`src/rtl/systolic_pkg.sv`:
```
// Shared types and helpers for the parametrised output-stationary systolic array.
package systolic_pkg;

    typedef enum logic [1:0] {IDLE, LOAD, FLUSH, DRAIN} state_t;

    // Counter width that can hold values up to 2N-1 (beats and flush cycles share one counter).
    function automatic int cnt_w(input int n);
        return $clog2(2 * n);
    endfunction

endpackage

```
`src/rtl/systolic_pe.sv`:
```
// One processing element: forwards a right and b down through one register each,
// and accumulates the (sign- or zero-extended) product of its inputs every cycle.
module systolic_pe #(
    parameter int DATA_W = 4,
    parameter int ACC_W  = 10,
    parameter int SIGNED = 0
) (
    input  logic              clk,
    input  logic              rst_n,
    input  logic              clr,
    input  logic [DATA_W-1:0] a_in,
    input  logic [DATA_W-1:0] b_in,
    output logic [DATA_W-1:0] a_out,
    output logic [DATA_W-1:0] b_out,
    output logic [ACC_W-1:0]  acc
);

    logic [DATA_W-1:0]   a_q, b_q;
    logic [ACC_W-1:0]    acc_q;
    logic [2*DATA_W-1:0] prod;
    logic [ACC_W-1:0]    prod_ext;

    if (SIGNED != 0) begin : g_signed
        logic signed [2*DATA_W-1:0] a_x, b_x;
        assign a_x      = (2*DATA_W)'($signed(a_in));
        assign b_x      = (2*DATA_W)'($signed(b_in));
        assign prod     = a_x * b_x;
        assign prod_ext = ACC_W'($signed(prod));
    end else begin : g_unsigned
        logic [2*DATA_W-1:0] a_x, b_x;
        assign a_x      = (2*DATA_W)'(a_in);
        assign b_x      = (2*DATA_W)'(b_in);
        assign prod     = a_x * b_x;
        assign prod_ext = ACC_W'(prod);
    end

    // clr restarts the sum with this cycle's product so no cycle of the new job is lost.
    always_ff @(posedge clk or negedge rst_n) begin
        if (!rst_n) begin
            a_q   <= '0;
            b_q   <= '0;
            acc_q <= '0;
        end else begin
            a_q   <= a_in;
            b_q   <= b_in;
            acc_q <= (clr ? '0 : acc_q) + prod_ext;
        end
    end

    assign a_out = a_q;
    assign b_out = b_q;
    assign acc   = acc_q;

endmodule

```
`src/rtl/param_systolic_array.sv`:
```
// NxN output-stationary systolic multiplier C = A x B with valid/ready operand intake,
// internal input skew and a row-serial result drain.
module param_systolic_array
    import systolic_pkg::*;
#(
    parameter int N      = 3,
    parameter int DATA_W = 4,
    parameter int ACC_W  = 2*DATA_W + $clog2(N),
    parameter int SIGNED = 0
) (
    input  logic                    clk,
    input  logic                    rst_n,
    input  logic [N*DATA_W-1:0]     a_col_in,
    input  logic [N*DATA_W-1:0]     b_row_in,
    input  logic                    valid_in,
    output logic                    ready_out,
    output logic [N*ACC_W-1:0]      c_row_out,
    output logic [$clog2(N)-1:0]    row_idx,
    output logic                    valid_out,
    input  logic                    out_ready,
    output logic                    busy,
    output state_t                  state_o
);

    localparam int CNT_W = cnt_w(N);
    localparam int RW    = $clog2(N);

    // Handshakes: a beat moves when valid_in & ready_out at a rising edge; a result row
    // moves when valid_out & out_ready at a rising edge. Neither side may depend on the other.
    state_t             state_q;
    logic [CNT_W-1:0]   cnt_q;
    logic [RW-1:0]      row_q;
    logic               ready_q, valid_q;
    logic               accept, clr;
    logic [N*DATA_W-1:0] a_inj, b_inj;

    assign accept = valid_in & ready_q;
    assign clr    = accept & (state_q == IDLE);
    assign a_inj  = accept ? a_col_in : '0;
    assign b_inj  = accept ? b_row_in : '0;

    logic [DATA_W-1:0] a_h [N][N];
    logic [DATA_W-1:0] b_v [N][N];
    logic [DATA_W-1:0] a_edge_unused [N];
    logic [DATA_W-1:0] b_edge_unused [N];
    logic [ACC_W-1:0]  acc_w [N][N];

    // Lane i of both operands is delayed i cycles so matching k-terms meet in PE(i,j).
    for (genvar i = 0; i < N; i++) begin : g_skew
        if (i == 0) begin : g_d0
            assign a_h[0][0] = a_inj[0 +: DATA_W];
            assign b_v[0][0] = b_inj[0 +: DATA_W];
        end else begin : g_dn
            logic [i*DATA_W-1:0] a_sr_q, b_sr_q;
            always_ff @(posedge clk or negedge rst_n) begin
                if (!rst_n) begin
                    a_sr_q <= '0;
                    b_sr_q <= '0;
                end else begin
                    a_sr_q <= (i*DATA_W)'({a_sr_q, a_inj[i*DATA_W +: DATA_W]});
                    b_sr_q <= (i*DATA_W)'({b_sr_q, b_inj[i*DATA_W +: DATA_W]});
                end
            end
            assign a_h[i][0] = a_sr_q[i*DATA_W-1 -: DATA_W];
            assign b_v[0][i] = b_sr_q[i*DATA_W-1 -: DATA_W];
        end
    end

    for (genvar i = 0; i < N; i++) begin : g_row
        for (genvar j = 0; j < N; j++) begin : g_col
            logic [DATA_W-1:0] a_fwd, b_fwd;
            systolic_pe #(.DATA_W(DATA_W), .ACC_W(ACC_W), .SIGNED(SIGNED)) u_pe (
                .clk   (clk),
                .rst_n (rst_n),
                .clr   (clr),
                .a_in  (a_h[i][j]),
                .b_in  (b_v[i][j]),
                .a_out (a_fwd),
                .b_out (b_fwd),
                .acc   (acc_w[i][j])
            );
            if (j < N-1) begin : g_ar
                assign a_h[i][j+1] = a_fwd;
            end else begin : g_ae
                assign a_edge_unused[i] = a_fwd;
            end
            if (i < N-1) begin : g_bd
                assign b_v[i+1][j] = b_fwd;
            end else begin : g_be
                assign b_edge_unused[j] = b_fwd;
            end
        end
    end

    always_ff @(posedge clk or negedge rst_n) begin
        if (!rst_n) begin
            state_q <= IDLE;
            cnt_q   <= '0;
            row_q   <= '0;
            ready_q <= 1'b1;
            valid_q <= 1'b0;
        end else begin
            case (state_q)
                IDLE: begin
                    if (accept) begin
                        state_q <= LOAD;
                        cnt_q   <= CNT_W'(1);
                    end
                end
                LOAD: begin
                    if (accept) begin
                        if (cnt_q == CNT_W'(N-1)) begin
                            state_q <= FLUSH;
                            cnt_q   <= '0;
                            ready_q <= 1'b0;
                        end else begin
                            cnt_q <= cnt_q + 1'b1;
                        end
                    end
                end
                // 2N-1 cycles: the last term reaches PE(N-1,N-1) 2N-2 edges after the final beat.
                FLUSH: begin
                    if (cnt_q == CNT_W'(2*N-2)) begin
                        state_q <= DRAIN;
                        cnt_q   <= '0;
                        row_q   <= '0;
                        valid_q <= 1'b1;
                    end else begin
                        cnt_q <= cnt_q + 1'b1;
                    end
                end
                DRAIN: begin
                    if (out_ready) begin
                        if (row_q == RW'(N-1)) begin
                            state_q <= IDLE;
                            row_q   <= '0;
                            valid_q <= 1'b0;
                            ready_q <= 1'b1;
                        end else begin
                            row_q <= row_q + 1'b1;
                        end
                    end
                end
                default: state_q <= IDLE;
            endcase
        end
    end

    for (genvar j = 0; j < N; j++) begin : g_out
        assign c_row_out[j*ACC_W +: ACC_W] = valid_q ? acc_w[row_q][j] : '0;
    end

    assign ready_out = ready_q;
    assign valid_out = valid_q;
    assign row_idx   = row_q;
    assign busy      = (state_q != IDLE);
    assign state_o   = state_q;

endmodule

```
`config.mk`:
```
export PLATFORM = sky130hd
export DESIGN_NAME = param_systolic_array
export DESIGN_NICKNAME = d
export VERILOG_FILES = /design/src/rtl/systolic_pkg.sv /design/src/rtl/systolic_pe.sv /design/src/rtl/param_systolic_array.sv
export SDC_FILE = /design/constraint.sdc
export NUM_CORES = 1
export LEC_CHECK = 0
export CORE_ASPECT_RATIO = 1.2
export CORE_MARGIN = 4
export CORE_UTILIZATION = 45
export DETAILED_ROUTE_END_ITERATION = 16
export DONT_BUFFER_PORTS = 1
export GPL_ROUTABILITY_DRIVEN = 0
export GPL_TIMING_DRIVEN = 0
export SETUP_SLACK_MARGIN = 0.2
export SLEW_MARGIN = 40
export SYNTH_ARGS = -nofsm -noshare
export SYNTH_HDL_FRONTEND = slang
export SYNTH_SLANG_ARGS = --single-unit
```
`constraint.sdc`:
```
create_clock -name clk -period 5.3 [get_ports clk]
set_input_delay 1.06 -clock clk [delete_from_list [all_inputs] [get_ports clk]]
set_output_delay 1.06 -clock clk [all_outputs]
set_load 0.02 [all_outputs]
```
After elaboration in Yosys (flattened, before gate mapping)
Cells that the tools add are included.

Register bits after elaboration: 171. Bits in latches: 0. RAM bits: 0. ROM bits: 0. Input bits: 28. Output and inout bits: 37. Logic and storage cells: 118. Memories kept: 0.

$add $sub $neg: 11. Multiply operators: 9. Divide/modulo/power cells: 0. Order comparisons: 1. Eq/ne operators: 12. Shift operators: 0. Muxes and demuxes: 42. Bitwise logic cells: 3. Reductions and logical operators: 10.

Operators with widths (count): 10-bit 2-to-1 mux (12); 10-bit by 8-bit adder with 10-bit output (9); 4-bit by 4-bit multiplier with 8-bit output (9); 30-bit binary-select mux with 2-bit select (1); 30-bit 2-to-1 mux (2); 12-bit 2-to-1 mux (2); 2-bit 2-to-1 mux (9); 3-bit 2-to-1 mux (4); 2-bit != test, second input constant (6); 3-bit case mux with 3 select lines (1); 2-bit case mux with 4 select lines (1); 1-bit 2-to-1 mux (7); 2-bit equality test, second input constant (3); 3-bit AND reduction (2); 6-bit AND reduction (1); 2-bit nonzero test (3); 5-bit AND reduction (1); 1-bit case mux with 2 select lines (2); 2-bit case mux with 2 select lines (1); 4-bit AND reduction (1); 3-bit by 1-bit adder with 3-bit output, second input constant (1); 3-bit by 2-bit equality test with 1-bit output, second input constant (1); 3-bit equality test, second input constant (1); 3-bit >= comparator, second input constant (1); 6 further kinds (7).

Logic depth before layout (Yosys ltp)
Gate-level depths: netlist of the first run.

Depth after elaboration: 5. Depth in mapped cells: 15. Gate-level depth less buffers: 13.

Hierarchy
Synthesis of the first run repeated with hierarchy kept, for this count alone.

Cells, all modules: 1284. Area total of the unflattened synthesis: 13668.1 sq um.

Modules (own cells, without submodules): systolic_pe (g_row[1].g_col[1].u_pe ...) (times used 5, cells an instance 116, area each 1273.7 sq um, seq. area each 450.4 sq um); systolic_pe (g_row[0].g_col[0].u_pe ...) (times used 4, cells an instance 115, area each 1266.2 sq um, seq. area each 450.4 sq um); param_systolic_array (times used 1, cells an instance 244, area each 2234.6 sq um, seq. area each 827.0 sq um).

Worst setup path after synthesis of the first run
Ideal clock, no wire load.

Kind: input -> register. Start point: in valid_in. End point: reg g_row[0].g_col[0].u_pe.acc_q[8]. Setup time: 0.129 ns. Arrival: 3.980 ns. Required time: 5.171 ns. Path slack: 1.191 ns. Stages on the path: 12. Buffers on the path: 1. Path through: and3_2 > clkbuf_1 > nand2_1 > fa_1 > fa_1 > fa_1 > inv_1 > ha_1 > o21ai_1 > nor3_2 > mux2i_1 > a2111o_1.

Word-level cells in the longest chain between the ends: 4. Elaborated cells on any way between the ends: 7. Those cells by class: add/sub (1); mul (1); mux (3); bitwise (2).

RTL lines: start, declared (RTL line param_systolic_array.sv:15) `input logic valid_in,`; 1-bit AND (RTL line param_systolic_array.sv:37) `assign accept = valid_in & ready_q;`; 12-bit 2-to-1 mux (RTL line param_systolic_array.sv:40) `assign b_inj = accept ? b_row_in : '0;`; via b_inj[1] (RTL line param_systolic_array.sv:35) `logic [N*DATA_W-1:0] a_inj, b_inj;`; 4-bit by 4-bit multiplier with 8-bit output (RTL line systolic_pe.sv:33) `assign prod = a_x * b_x;`; 10-bit by 8-bit adder with 10-bit output (RTL line systolic_pe.sv:46) `acc_q <= (clr ? '0 : acc_q) + prod_ext;`; end signal, assigned (RTL line systolic_pe.sv:46); end, declared (RTL line systolic_pe.sv:19) `logic [ACC_W-1:0] acc_q;`.

The timed path passes the listed nets, and every way through them passes these cells. A chain may end at the register's enable or synchronous reset.

Worst setup path in the final report of the first run
Start point: reg ready_q (netlist: ready_out). End point: reg g_row[0].g_col[0].u_pe.acc_q[8].

Word-level cells in the longest chain between the ends: 4. Elaborated cells on any way between the ends: 7. Those cells by class: add/sub (1); mul (1); mux (3); bitwise (2).

RTL lines: start, declared (RTL line param_systolic_array.sv:33) `logic ready_q, valid_q;`; start signal, assigned (RTL line param_systolic_array.sv:100) `ready_q <= 1'b1;`; start signal, assigned (RTL line param_systolic_array.sv:115) `ready_q <= 1'b0;`; start signal, assigned (RTL line param_systolic_array.sv:138) `ready_q <= 1'b1;`; 1-bit AND (RTL line param_systolic_array.sv:37); 12-bit 2-to-1 mux (RTL line param_systolic_array.sv:40); via b_inj[1] (RTL line param_systolic_array.sv:35); 4-bit by 4-bit multiplier with 8-bit output (RTL line systolic_pe.sv:33); 10-bit by 8-bit adder with 10-bit output (RTL line systolic_pe.sv:46).

The timed path passes the listed nets, and every way through them passes these cells.

==> results of run 1 <==
==> critical path, cell delays in order (launching register included) <==
cell and delay [ns]:
dfstp_2 0.60, buf_6 0.16, and3_2 0.17, clkbuf_1 0.20
nand2_1 0.11, fa_1 0.57, fa_1 0.43, fa_1 0.49
inv_1 0.04, ha_1 0.21, a211oi_1 0.38, nor3_2 0.11
mux2i_1 0.13, a2111o_1 0.38
==> flip-flops by register name (all words and copies together) (netlist names) <==
name / count
cnt_q: 3
g_row.g_col.u_pe.acc: 90
state_o: 2
g_row.g_col.u_pe.a_out: 24
row_idx: 2
ready_out: 1
valid_out: 1
g_skew.g_dn.b_sr_q: 12
g_skew.g_dn.a_sr_q: 12
g_row.g_col.u_pe.b_out: 24
==> cells in the final DEF (no fill, tap or decap), drive strengths merged, types with 4 or more instances in the layout <==
master	netlist	routed
dfrtp	170	170
nor2	10	10
nand3	14	14
o31ai	8	8
xor2	18	18
buf	12	12
a21o	17	17
nand2	159	159
xnor2	36	36
fa	81	81
nor2b	11	11
a21oi	50	50
o21a	9	9
mux2i	45	45
and3	24	24
o21ai	51	51
a221oi	4	4
and2	174	174
clkinvlp	0	4
and4b	8	8
ha	170	170
inv	180	189
o21bai	9	9
clkbuf	19	37
a211oi	9	9
nor3	14	14
==> cell families after synthesis <==
kind of cell,after synthesis
AO/OA/AOI/OAI,171
XOR/XNOR,54
adder cells (fa/ha/maj),251
buffers and inverters,211
flip-flops,171
multiplexers,46
AND/OR/NAND/NOR,417
==> final cells by class <==
class                           instances  share of cell area [%]
Clock inverter                         14                    1.05
Multi-Input combinational cell        939                    56.3
Sequential cell                       171                    30.2
Inverter                              180                    4.77
Buffer                                 31                    1.22
Tap cell                              385                    3.40
Clock buffer                           18                    3.03
==> worst paths after layout <==
path                                               start                       endpoint  slack, ns  cells after the start
min in group clk                g_skew[2].g_dn.b_sr_q[2]       g_skew[2].g_dn.b_sr_q[6]       0.35                      0
worst max register to register                 ready_out  g_row[0].g_col[0].u_pe.acc[8]       1.19                     13
worst max-delay path                           ready_out  g_row[0].g_col[0].u_pe.acc[8]       1.19                     13
worst min register to register  g_skew[2].g_dn.b_sr_q[2]       g_skew[2].g_dn.b_sr_q[6]       0.35                      0
worst min-delay path                               rst_n  g_row[2].g_col[1].u_pe.acc[8]       0.30                      0
max in group asynchronous                          rst_n                      ready_out       4.65                      0
==> power groups by stage <==
stage	sequential (mW)	clock, mW	combinational, mW
5_1_grt	1.30	1.35	0.00400
3_5_place_dp	1.33	0	0.00375
6_report	1.30	1.27	0.00358
2_1_floorplan	1.33	0	0.00184
4_1_cts	1.30	1.29	0.00375
3_3_place_gp	1.33	0	0.00368
==> per-stage QoR <==
stage	instance area [µm²]	utilization (%)	std cells	power [mW]	worst slack, ns
finish	14200	49.2	1738	2.57	1.19
global route	14200	49.2	1738	2.66	0.967
detailed placement	13600	47.2	1706	1.33	0.888
CTS	14200	49.2	1738	2.60	1.17
floorplan	13100	-	1321	1.33	1.19
global placement	13600	47.2	1706	1.33	0.925
==> per-layer routing <==
metal  GRT usage, %  vias up  part of all wire (%)  wire length, µm
li1               -     4334                     -                -
met1           26.4     4375                    45            13600
met2           34.9      134                    50            15200
met3           3.03       35                   2.5              761
met4           6.99        0                   3.0              905
met5              0        -                     0                0
==> summary.md, run 1 <==
| Metric | Value |
|---|---|
| Multi-input gate area | 0.00797 mm² |
| Flip-flop and latch area | between 0.004 and 0.005 mm² |
| Fin. max-slew vios | 0 |
| Unrepaired setup endpoints after global routing | no |
| Post-synthesis compound-gate area fraction | 8.17% |
| Routed Antenna Nets | 0 |
| First-pass GRT wire length | about 51,000 µm |
| Internal Power | just under 2 mW |
| Final setup TNS | 0 ns |
| Combinational share of power | less than 1% |
| All-Layer GR Usage | between 20% and 30% |
| HPWL Detailed | roughly 24,000 µm |
| Worst Path Required | 5.62 ns |
| P&R area growth vs syn | 8.10% |
| Critical Path AT | ~4.4 ns |
| Synth Cell Area | ~0.013 mm² |
| Synth area leader | dfrtp_1 |
| Most frequent cells after synthesis | inv_1 (180), and2_1 (174), dfrtp_1 (170), ha_1 (170), nand2_1 (158) |
| Die width | roughly 160 µm |
| Skew final | about 0.013 ns |
| Setup Crit Path Kind | reg2reg |
| Vias in the first global route | 9,624 |
| Final Hold Viols | 0 |
| Sw Pwr | approximately 0.60 mW |
| Max Freq | between 200 and 250 MHz |
| Core Footprint | ~0.029 mm² |
| Layout cells sized above 1 | between 4 and 5% |
| Largest family of logic cells by synthesized area | adder cells |
| WL per Instance | 17.5 µm |
| Simple-Gate Fraction of Synth Area | approximately 17% |
| Post-synth EDFFs | 0 |
| Initial Util | between 40 and 50% |
| Hold Crit Class | in2async |
| Yosys cell types | 51 |
| Global route total overflow | 0 |
| CP max FO | 10 |
| Max transition margin | a little over half |
| Number of synthesized register bits | 171 |
| # IOs | 65 |
| Post-synth net total | approximately 1,600 |
| Most common cell in the netlist | inv_1 |
| Mux cell area share after synthesis | ~3.6% |
| Postcts setup bufs | 0 |
| 1st-pass router iterations | 7 |
| Tightest Pin Transition | about 0.72 ns |
| Net Sw Frac | 23.4% |
| Maximum vdd drop | roughly 190 µV |
| Area contributors post-synth | dfrtp_1 (32%), ha_1 (16%), fa_1 (12%) |
| Largest net degree at the start of global routing | roughly 170 |
| P per Cell Area | around 180 mW/mm² |
| Cells after Synth | between 1,000 and 1,500 |
| CP Capture Type | flop |
| Final net count | 1,619 |
| Clock share of power | 49.2% |
| Pleak | approximately 7.3 nW |
| Clock-pin slew on the worst setup and hold paths | 0.08 ns |
| Full die area | ~0.032 mm² |
| Mean Syn Cell Area | 9.92 µm² |
| DIE HEIGHT | 195 µm |
| Cell Rows | 68 |
| Maximum Capacitance Violations | 0 |
| Top-area cell type share of the netlist area | between 30% and 40% |
| Tcrit/Tclk final | around 78% |
| Critical Path Start Type | flop |
| CTS sink count | 171 |
| DRC Markers | 0 |
| Initial antenna violation count | 0 |
| CTS tree | built |
| Detailed Route WL | just over 30,000 µm |
| Max clock buf depth | 2 |
| Min cycle time layout | 4.11 ns |
| Post-Synth XOR/XNOR Area | under 10% |
| Top FF cell, synth | dfrtp_1 |
| Post_cts resized | 0 |
| H-Tree Depth | 4 |
| Adder-Cell Fraction of Synth Area | 28.6% |
| Final setup viols | 0 |
| Proportion of synthesized chip area in sequential cells | 32.7% |
| Clock latency at the later pin of the worst-skew pair | about 0.45 ns |
| Post-CTS Hold Buffers | 0 |
| IO buf count | 0 |
| Synth warnings | 0 |
| Antenna Cells | 0 |
| Number of fillers in the final layout | between 2,000 and 3,000 |
| Status | finished, final reports clean |
| Vias per cell | 5.11 |
| Asr flop ratio synth | 100% |
| CTS Root Cell | clkbuf_16 |
| Worst hold slack | ~0.30 ns |
| Iteration-0 DRC Markers | 390 |
| Vias | just under 9,000 |
| Total CTS buffers | 17 |
| Reg power frac | roughly 51% |
Note: power is estimated with default switching activity, not from simulation.
==> inputs of run 2 (changes only) <==
clock period = 3.6 ns   (was 5.3 ns; I/O delays follow)
==> run 2 against run 1 <==
The run now ends with setup timing left. Total power grew 52%. Largest cell class unchanged. Via count rose by 0.44%. Clock power up 54%. Clock-buffer cell count is the same. Highest routed layer is now met5. Non-clock buffer count up 15. Fmax rose by 11%. Utilization is 1.9 points higher. Routed wire length rose by 1.9%. Register-to-register slack got worse by 1.3 ns. Clock skew shrank 0.0015 ns. Sequential power is 48% higher. Global-route usage down 0.12 points. Critical path type unchanged.
==> summary.md, run 2 (synthesis gave the netlist of run 1 again) <==
| Metric | Value |
|---|---|
| Pleak | 7.47 nW (+2.3%) |
| Skew final | 0.0120 ns (-0.00148 ns) |
| Total CTS buffers | 17 (unchanged) |
| Failing checks | setup timing |
| Final net count | 1,634 (+0.93%) |
| CTS sink count | 171 (unchanged) |
| # IOs | 65 (unchanged) |
| Tcrit/Tclk final | 103% (+25 points) |
| 1st-pass router iterations | 4 (-3) |
| Critical path's top delay family | adder cells |
| IO buf count | 0 (unchanged) |
| DRC Markers | 0 (unchanged) |
| Antenna Cells | 0 (unchanged) |
| CTS Root Cell | clkbuf_16 |
| Die width | 164 µm (unchanged) |
| Vias per cell | 5.09 (-0.42%) |
| DIE HEIGHT | 195 µm (unchanged) |
| Unrepaired setup endpoints after global routing | yes |
| Core Footprint | 0.0288 mm² (unchanged) |
| Layout Utilization | 51.1% (+1.9 points) |
| CP max stage delay | 0.60 ns (about the same) |
| Critical Path Start Type | flop |
| Maximum vdd drop | 270 µV (+40%) |
| Initial Util | 45.6% (unchanged) |
| Worst slack at placement | -0.513 ns (-1.40 ns) |
| Initial antenna violation count | 1 (+1) |
| CP max FO | 5 (-5) |
| Hold Crit Class | in2async |
| Critical path's most frequent cell | fa_1 |
| Vias in the first global route | 9,322 (-3.1%) |
| Critical path buffers and inverters | 3 (unchanged) |
| Setup Crit Path Kind | reg2reg |
| Clock latency at the later pin of the worst-skew pair | 0.44 ns (about the same) |
| CP Capture Type | flop |
| Min cycle time layout | 3.69 ns (-0.413 ns) |
| P&R area growth vs syn | 12.2% |
| Cell Rows | 68 (unchanged) |
| Commonest non-fill, non-tap cell in the layout | inv_1 |
| CTS tree | built |
| Max FFs per register | 90 (unchanged) |
| Largest net degree at the start of global routing | 172 (unchanged) |
| Layout cells sized above 1 | 9.94% (+5.4 points) |
| Max transition margin | 55.6% (+3.3 points) |
| Clock-pin slew on the worst setup and hold paths | 0.07 ns (about the same) |
| All-Layer GR Usage | 20.3% (-0.12 points) |
| Final setup TNS | -0.239 ns (-0.239 ns) |
| H-Tree Depth | 4 (unchanged) |
| Max Freq | 271 MHz (+11%) |
| Status | complete, but fails checks |
| P per Cell Area | 266 mW/mm² (+47%) |
| Tightest Pin Transition | 0.664 ns (-0.0514 ns) |
| Max clock buf depth | 2 (unchanged) |
| Slowest CP cell | dfstp_2 |
| Global route total overflow | 0 (unchanged) |
| HPWL Detailed | 24,200 µm (+0.11%) |
| Worst hold slack | 0.128 ns (-0.176 ns) |
| Maximum Capacitance Violations | 0 (unchanged) |
| Worst-path cell chain | buf_6 -> and3_4 -> buf_8 -> nand2_4 -> fa_1 -> fa_2 -> fa_1 -> inv_2 -> ha_4 -> or2b_1 -> a21oi_4 -> a31oi_2 -> xnor2_1 |
| Final setup viols | 4 (+4) |
| Final Hold Viols | 0 (unchanged) |
| PnR worst setup slack | -0.0947 ns (-1.29 ns) |
| Worst Path Required | 3.91 ns (-1.71 ns) |
| Routed Antenna Nets | 0 (unchanged) |
| Fin. max-slew vios | 0 (unchanged) |
| Detailed Route WL | 31,000 µm (+1.9%) |
| Critical Path AT | 4.01 ns (-0.42 ns) |
| Vias | 8,917 (+0.44%) |
| Full die area | 0.0319 mm² (unchanged) |
| First-pass GRT wire length | 50,000 µm (-1.2%) |
| Most frequent cells in the layout | inv_1 (176), and2_1 (174), dfrtp_1 (167), ha_1 (160), nand2_1 (153) |
| Iteration-0 DRC Markers | 402 (+3.1%) |
| WL per Instance | 17.7 µm (+1.0%) |
[run 2: cell count changes in the layout (fill, tap and decap cells not counted), moves of 6 or more]
cell	before	now
o21ai_0	49	43
fa_2	0	6
a21oi_2	0	10
buf_4	3	16
a21oi_1	49	37
clkbuf_1	17	9
fa_1	81	75
ha_1	170	160
[run 2: path summary, 6_finish.rpt]
check	from	end	slack, ns	cells past startpoint
worst min register to register	g_skew[2].g_dn.b_sr_q[1]	g_skew[2].g_dn.b_sr_q[5]	0.35	0
worst max-delay path	ready_out	g_row[0].g_col[0].u_pe.acc[7]	-0.09	13
worst min-delay path	rst_n	ready_out	0.13	0
max in group asynchronous	rst_n	g_row[2].g_col[0].u_pe.a_out[2]	2.96	1
worst max register to register	ready_out	g_row[0].g_col[0].u_pe.acc[7]	-0.09	13
min in group clk	g_skew[2].g_dn.b_sr_q[1]	g_skew[2].g_dn.b_sr_q[5]	0.35	0
[run 2: through the flow]
stage,std cells,power (mW),instance area [µm²]
6_report,1753,3.92,14700
4_1_cts,1745,3.92,14400
3_5_place_dp,1706,1.96,13600
3_3_place_gp,1706,1.96,13600
5_1_grt,1753,4.06,14700
2_1_floorplan,1321,1.96,13100
[run 2: power by group]
part	leakage, nW	switching [mW]	internal [mW]
clock network	0.306	0.821	1.13
logic	4.97	0.0419	0.00724
registers	2.19	0	1.92
[run 2: final cells by class]
| cell class | instances | area (µm²) |
|---|---|---|
| plain buffers | 30 | 262 |
| clock buffers | 18 | 439 |
| clock inverters | 14 | 179 |
| fillers | 2707 | 14100 |
| inverters | 180 | 676 |
| multi-input cells | 939 | 8220 |
| flip-flops and latches | 171 | 4280 |
| well taps | 385 | 482 |
| repair buffers | 16 | 164 |
[run 2: metal layers]
| metal | global-route usage [%] | wire [µm] | up-vias |
|---|---|---|---|
| li1 | - | - | 4380 |
| met1 | 26.7 | 13800 | 4420 |
| met2 | 35.4 | 15800 | 87 |
| met3 | 2.95 | 593 | 28 |
| met4 | 4.66 | 733 | 2 |
| met5 | 0 | 13 | - |
[run 2: what timing repair did]
| action | CTS | global route |
|---|---|---|
| endpoints found under the setup margin | 60 | 30 |
| resized for setup | 38 | 53 |
| pin swaps | 14 | 18 |
| buffers inserted | 8 | 6 |
| endpoints found under the hold margin | 170 | 77 |
